[src/rtl/sdram_init_seq.sv]
// SDRAM power-up initialisation sequencer: power wait, precharge-all, N auto-refreshes, mode load.
// Optional extended-mode load enabled by defining SDRAM_INIT_EMRS_EN.
`timescale 1ns/1ps
module sdram_init_seq #(
    parameter int          ADDR_W       = 12,
    parameter int          BA_W         = 2,
    parameter int          T_POWER_CYC  = 15000,
    parameter int          T_RP_CYC     = 2,
    parameter int          T_RFC_CYC    = 7,
    parameter int          T_MRD_CYC    = 2,
    parameter int          INIT_REF_NUM = 8,
    parameter logic [31:0] MODE_WORD    = 32'h037,
    parameter logic [31:0] EMODE_WORD   = 32'h000
) (
    input  logic              sys_clk,
    input  logic              sys_rst_n,
    input  logic              reinit_req,
    output logic [3:0]        init_cmd,
    output logic [BA_W-1:0]   init_ba,
    output logic [ADDR_W-1:0] init_addr,
    output logic              init_done,
    output logic              init_busy,
    output logic [7:0]        ref_count
);

    localparam logic [3:0] CMD_NOP = 4'b0111;
    localparam logic [3:0] CMD_PRE = 4'b0010;
    localparam logic [3:0] CMD_REF = 4'b0001;
    localparam logic [3:0] CMD_LMR = 4'b0000;

    localparam logic [3:0] ST_POWER_WAIT = 4'd0;
    localparam logic [3:0] ST_PRE        = 4'd1;
    localparam logic [3:0] ST_WAIT_RP    = 4'd2;
    localparam logic [3:0] ST_REF        = 4'd3;
    localparam logic [3:0] ST_WAIT_RFC   = 4'd4;
    localparam logic [3:0] ST_LMR        = 4'd5;
    localparam logic [3:0] ST_WAIT_MRD   = 4'd6;
`ifdef SDRAM_INIT_EMRS_EN
    localparam logic [3:0] ST_EMRS       = 4'd7;
    localparam logic [3:0] ST_WAIT_EMRD  = 4'd8;
`endif
    localparam logic [3:0] ST_DONE       = 4'd9;

    localparam int T_MAX_A = (T_RP_CYC > T_RFC_CYC) ? T_RP_CYC : T_RFC_CYC;
    localparam int T_MAX   = (T_MAX_A > T_MRD_CYC) ? T_MAX_A : T_MRD_CYC;
    localparam int WAIT_W  = $clog2(T_MAX + 1);
    localparam int PWR_W   = $clog2(T_POWER_CYC + 1);

    // The wait counter is loaded with 1 in the command cycle, so a wait state lasts T-1 cycles.
    localparam logic [WAIT_W-1:0] RP_LAST  = WAIT_W'(T_RP_CYC - 1);
    localparam logic [WAIT_W-1:0] RFC_LAST = WAIT_W'(T_RFC_CYC - 1);
    localparam logic [WAIT_W-1:0] MRD_LAST = WAIT_W'(T_MRD_CYC - 1);
    localparam logic [PWR_W-1:0]  PWR_LAST = PWR_W'(T_POWER_CYC - 1);
    localparam logic [7:0]        REF_TARGET = 8'(INIT_REF_NUM);

    logic [3:0]        state_q, state_d;
    logic [PWR_W-1:0]  pwr_cnt_q, pwr_cnt_d, pwr_inc;
    logic [WAIT_W-1:0] wait_cnt_q, wait_cnt_d, wait_inc;
    logic [7:0]        ref_cnt_q, ref_cnt_d;
    logic [3:0]        cmd_q, cmd_d;
    logic [BA_W-1:0]   ba_q, ba_d;
    logic [ADDR_W-1:0] addr_q, addr_d;
    logic              done_q, done_d;

    assign pwr_inc  = (&pwr_cnt_q)  ? pwr_cnt_q  : pwr_cnt_q + PWR_W'(1);
    assign wait_inc = (&wait_cnt_q) ? wait_cnt_q : wait_cnt_q + WAIT_W'(1);

    always_comb begin
        state_d    = state_q;
        pwr_cnt_d  = pwr_cnt_q;
        wait_cnt_d = wait_cnt_q;
        ref_cnt_d  = ref_cnt_q;
        case (state_q)
            ST_POWER_WAIT: begin
                pwr_cnt_d = pwr_inc;
                if (pwr_cnt_q == PWR_LAST) state_d = ST_PRE;
            end
            ST_PRE: begin
                state_d    = ST_WAIT_RP;
                wait_cnt_d = WAIT_W'(1);
            end
            ST_WAIT_RP: begin
                wait_cnt_d = wait_inc;
                if (wait_cnt_q >= RP_LAST) state_d = ST_REF;
            end
            ST_REF: begin
                state_d    = ST_WAIT_RFC;
                wait_cnt_d = WAIT_W'(1);
                if (ref_cnt_q != 8'hFF) ref_cnt_d = ref_cnt_q + 8'd1;
            end
            ST_WAIT_RFC: begin
                wait_cnt_d = wait_inc;
                if (wait_cnt_q >= RFC_LAST)
                    state_d = (ref_cnt_q < REF_TARGET) ? ST_REF : ST_LMR;
            end
            ST_LMR: begin
                state_d    = ST_WAIT_MRD;
                wait_cnt_d = WAIT_W'(1);
            end
            ST_WAIT_MRD: begin
                wait_cnt_d = wait_inc;
`ifdef SDRAM_INIT_EMRS_EN
                if (wait_cnt_q >= MRD_LAST) state_d = ST_EMRS;
            end
            ST_EMRS: begin
                state_d    = ST_WAIT_EMRD;
                wait_cnt_d = WAIT_W'(1);
            end
            ST_WAIT_EMRD: begin
                wait_cnt_d = wait_inc;
                if (wait_cnt_q >= MRD_LAST) state_d = ST_DONE;
`else
                if (wait_cnt_q >= MRD_LAST) state_d = ST_DONE;
`endif
            end
            ST_DONE: begin
                if (reinit_req) state_d = ST_PRE;
            end
            default: state_d = ST_POWER_WAIT;
        endcase
        if (state_d == ST_PRE) ref_cnt_d = 8'd0;
    end

    // Bus outputs are a registered decode of the current state, so they lag the state by one cycle.
    always_comb begin
        cmd_d  = CMD_NOP;
        ba_d   = '1;
        addr_d = '1;
        done_d = 1'b0;
        case (state_q)
            ST_PRE: cmd_d = CMD_PRE;
            ST_REF: cmd_d = CMD_REF;
            ST_LMR: begin
                cmd_d  = CMD_LMR;
                ba_d   = '0;
                addr_d = MODE_WORD[ADDR_W-1:0];
            end
`ifdef SDRAM_INIT_EMRS_EN
            ST_EMRS: begin
                cmd_d            = CMD_LMR;
                ba_d             = '0;
                ba_d[BA_W-1]     = 1'b1;
                addr_d           = EMODE_WORD[ADDR_W-1:0];
            end
`endif
            ST_DONE: done_d = 1'b1;
            default: ;
        endcase
    end

    always_ff @(posedge sys_clk or negedge sys_rst_n) begin
        if (!sys_rst_n) begin
            state_q    <= ST_POWER_WAIT;
            pwr_cnt_q  <= '0;
            wait_cnt_q <= '0;
            ref_cnt_q  <= 8'd0;
            cmd_q      <= CMD_NOP;
            ba_q       <= '1;
            addr_q     <= '1;
            done_q     <= 1'b0;
        end else begin
            state_q    <= state_d;
            pwr_cnt_q  <= pwr_cnt_d;
            wait_cnt_q <= wait_cnt_d;
            ref_cnt_q  <= ref_cnt_d;
            cmd_q      <= cmd_d;
            ba_q       <= ba_d;
            addr_q     <= addr_d;
            done_q     <= done_d;
        end
    end

    assign init_cmd  = cmd_q;
    assign init_ba   = ba_q;
    assign init_addr = addr_q;
    assign init_done = done_q;
    assign init_busy = ~done_q;
    assign ref_count = ref_cnt_q;

endmodule
[config.mk]
export PLATFORM = sky130hd
export DESIGN_NAME = sdram_init_seq
export DESIGN_NICKNAME = d
export VERILOG_FILES = /design/src/rtl/sdram_init_seq.sv
export SDC_FILE = /design/constraint.sdc
export NUM_CORES = 1
export LEC_CHECK = 0
export CAP_MARGIN = 0
export CORE_UTILIZATION = 30
export CTS_BUF_LIST = sky130_fd_sc_hd__clkbuf_16
export DETAILED_ROUTE_END_ITERATION = 8
export GPL_TIMING_DRIVEN = 0
export SYNTH_ARGS = -nofsm -noshare
export SYNTH_HDL_FRONTEND = slang
export SYNTH_SLANG_ARGS = --single-unit
[constraint.sdc]
create_clock -name sys_clk -period 2.7 [get_ports sys_clk]
set_clock_uncertainty 0.2 [all_clocks]
set_input_delay 0.54 -clock sys_clk [delete_from_list [all_inputs] [get_ports sys_clk]]
set_output_delay 0.54 -clock sys_clk [all_outputs]
set_load 0.02 [all_outputs]
==> metrics.yaml <==
outcome:
  status: "completed"
worst_setup_path:
  critPathRequiredTime_ns: 1.96
  crit_type: "reg2out"
  cp-start-kind: "register"
  arrival_ns: 1.58
  crit_path_end_kind: "primary output"
  cp_max_fo: 9
cts:
  path_clk_slew_ns: 0.05
  cts_setup_buffers: 0
  clk_latency_ns: 0.27
  ctsHoldBuffers: 0
  root_buffer: "clkbuf_16"
  max-clock-path-buffers: 2
  cts.sinks: 34
  numCtsBuffers: 5
  cts-htree-levels: 2
  cts_tree: "done"
  post_cts_resize_count: 0
synthesis:
  synthCells: 186
  synth_mux_area_frac: 0.0216
  synth-async-reset-ratio: 1.00
  ys_types: 44
  syn_avg_cell_area_um2: 10.3
  synth_top_flop_cell: "dfrtp_1"
  ys_top_cells_by_area: "dfrtp_1, xnor2_1, buf_4, dfstp_2, nand2_1"
  yosysTopAreaCell: "dfrtp_1"
  synth_adder_area_share: 0.0328
  synth_compound_area_frac: 0.0990
  yosysSeqAreaShare: 0.448
  synth_xor_area_frac: 0.0826
  synth_warnings: 0
  synth_top_family_by_area: "simple AND/OR/NAND/NOR gates"
  syn_area_um2: 1910
  synth_edf_count: 0
  yosys.area_share.simple: 0.229
  synth_seq_cells: 34
  synth_top_area_share: 0.393
global_routing:
  grt_usage: 0.117
  grt_pass1_vias: 1253
  grt_pass1_wl_um: 6000
  antenna_found_initial: 0
  grt_overflow: 0
  grt_max_degree: 35
timing:
  rsz0062_at_grt: "no"
  period_share: 0.860
  fmaxAchievable_ghz: 0.431
  hold_violations: 0
  fin_crit_ns: 2.32
  slew_violations: 0
  tightest_slew_ns: 0.772
  setup_tns_ns: 0
  setup-violations-final: 0
  max_slew_margin: 0.486
route:
  drc: 0
  drt-total-wl_um: 3400
  first_iter_violations: 63
  ant_nets: 0
  drtPass1Iterations: 4
  vias: 1387
  wl_per_cell_um: 11.4
  viasPerCell: 4.67
  wl_met3_um: 157
  dr_wl_met2_um: 1500
  top_layer_used: "met4"
  routedLengthMet1_um: 1710
cells_and_area:
  final_common_cell: "dfrtp_1"
  area_growth_pct: 26.7
  final_nets: 229
  drive_above_1_share: 0.207
  final_util: 0.401
  most-common-layout-cells: "dfrtp_1, clkdlybuf4s50_1, nand2_1"
  diodes: 0
floorplanning:
  die_w_um: 81.8
  dieArea_um2: 6690
  core-area_um2: 6030
  row_count: 28
  fp.dieH_um: 81.8
  ioPinCount: 31
  initial_core_util: 0.317
run:
  maxCapViolCount: 0
power:
  p_leak_nw: 1.08
  ir_drop_mv: 0.342
  power_mw: 1.17
  p_per_area_nw_per_um2: 485
placement:
  dpl.hpwl_um: 2400
  port_buffers: 24
  gp_congestion: 0.765
hold_path:
  hp-class: "in2async"
## report_power, final
group          internal (mW)  total, mW  switching, mW
clock network          0.431      0.637          0.205
registers              0.510      0.510              0
logic                0.00768     0.0265         0.0188
total                  0.949       1.17          0.224
## registers in the layout, indices dropped and copies added, names as in the netlist
signal,cells
pwr_cnt_q,14
init_ba,1
state_q,4
init_done,1
ref_count,8
wait_cnt_q,3
init_cmd,3
## per-layer routing
| layer | GRT usage | up-vias |
|---|---|---|
| li1 | - | 700 |
| met1 | 0.158 | 657 |
| met2 | 0.179 | 26 |
| met3 | 0.0333 | 4 |
| met4 | 0.0368 | 0 |
| met5 | 0 | - |
## final cells by class
class	instances	area, um2
Fill cell	601	3610
Multi-Input combinational cell	132	910
Sequential cell	34	856
Timing Repair Buffer	24	235
Buffer	17	133
Clock buffer	5	125
Tap cell	75	93.8
Clock inverter	3	40.0
Inverter	7	26.3
## synth_stat cells, drive strengths merged, types with 2 or more instances
cell / number
conb: 2
buf: 17
nor4: 2
o21ai: 4
nand2: 20
inv: 7
nand3: 10
xnor2: 14
nand4: 9
mux2i: 3
dfrtp: 30
and3: 4
nor3: 7
dfstp: 4
and4bb: 2
a21oi: 12
nor2b: 2
nor2: 11
xor2: 4
or4: 2
a22o: 2
ha: 5
## critical path, stage by stage (launching register included)
cell and delay (ns):
dfstp_2 0.60, buf_4 0.12, clkdlybuf4s50_1 0.59
## cell families (layout without fill, tap and decap cells)
| family | count (synthesis) | in the layout |
|---|---|---|
| compound gates | 25 | 25 |
| other cells | 2 | 6 |
| fa+ha+maj | 5 | 5 |
| simple gates | 74 | 74 |
| xor+xnor | 18 | 18 |
| flops | 34 | 34 |
| buf+inv | 24 | 56 |
| mux | 4 | 4 |
## worst paths after layout
check                      depth (start not counted)  slack [ns]       endpoint     startpoint
setup / recovery                                   2        0.38   init_addr[9]     init_ba[0]
hold / removal                                     1        0.14     state_q[3]      sys_rst_n
setup reg to reg                                   6        0.49   ref_count[6]  wait_cnt_q[1]
hold reg to reg                                    1        0.30   pwr_cnt_q[0]   pwr_cnt_q[0]
max in group asynchronous                          1        1.66  wait_cnt_q[2]      sys_rst_n
min in group sys_clk                               1        0.30   pwr_cnt_q[0]   pwr_cnt_q[0]
## per-stage QoR
stage                     hold WS, ns  setup WS, ns  instance area, um2  cells
final                           0.139         0.378                2420    297
after global routing            0.218         0.312                2420    297
after CTS                       0.166         0.356                2420    297
after detailed placement        0.285         0.426                2250    289
after global placement          0.285         0.133                2260    289
after floorplan                0.0444         0.643                1920    190
Note: power is estimated with default switching activity, not from simulation.
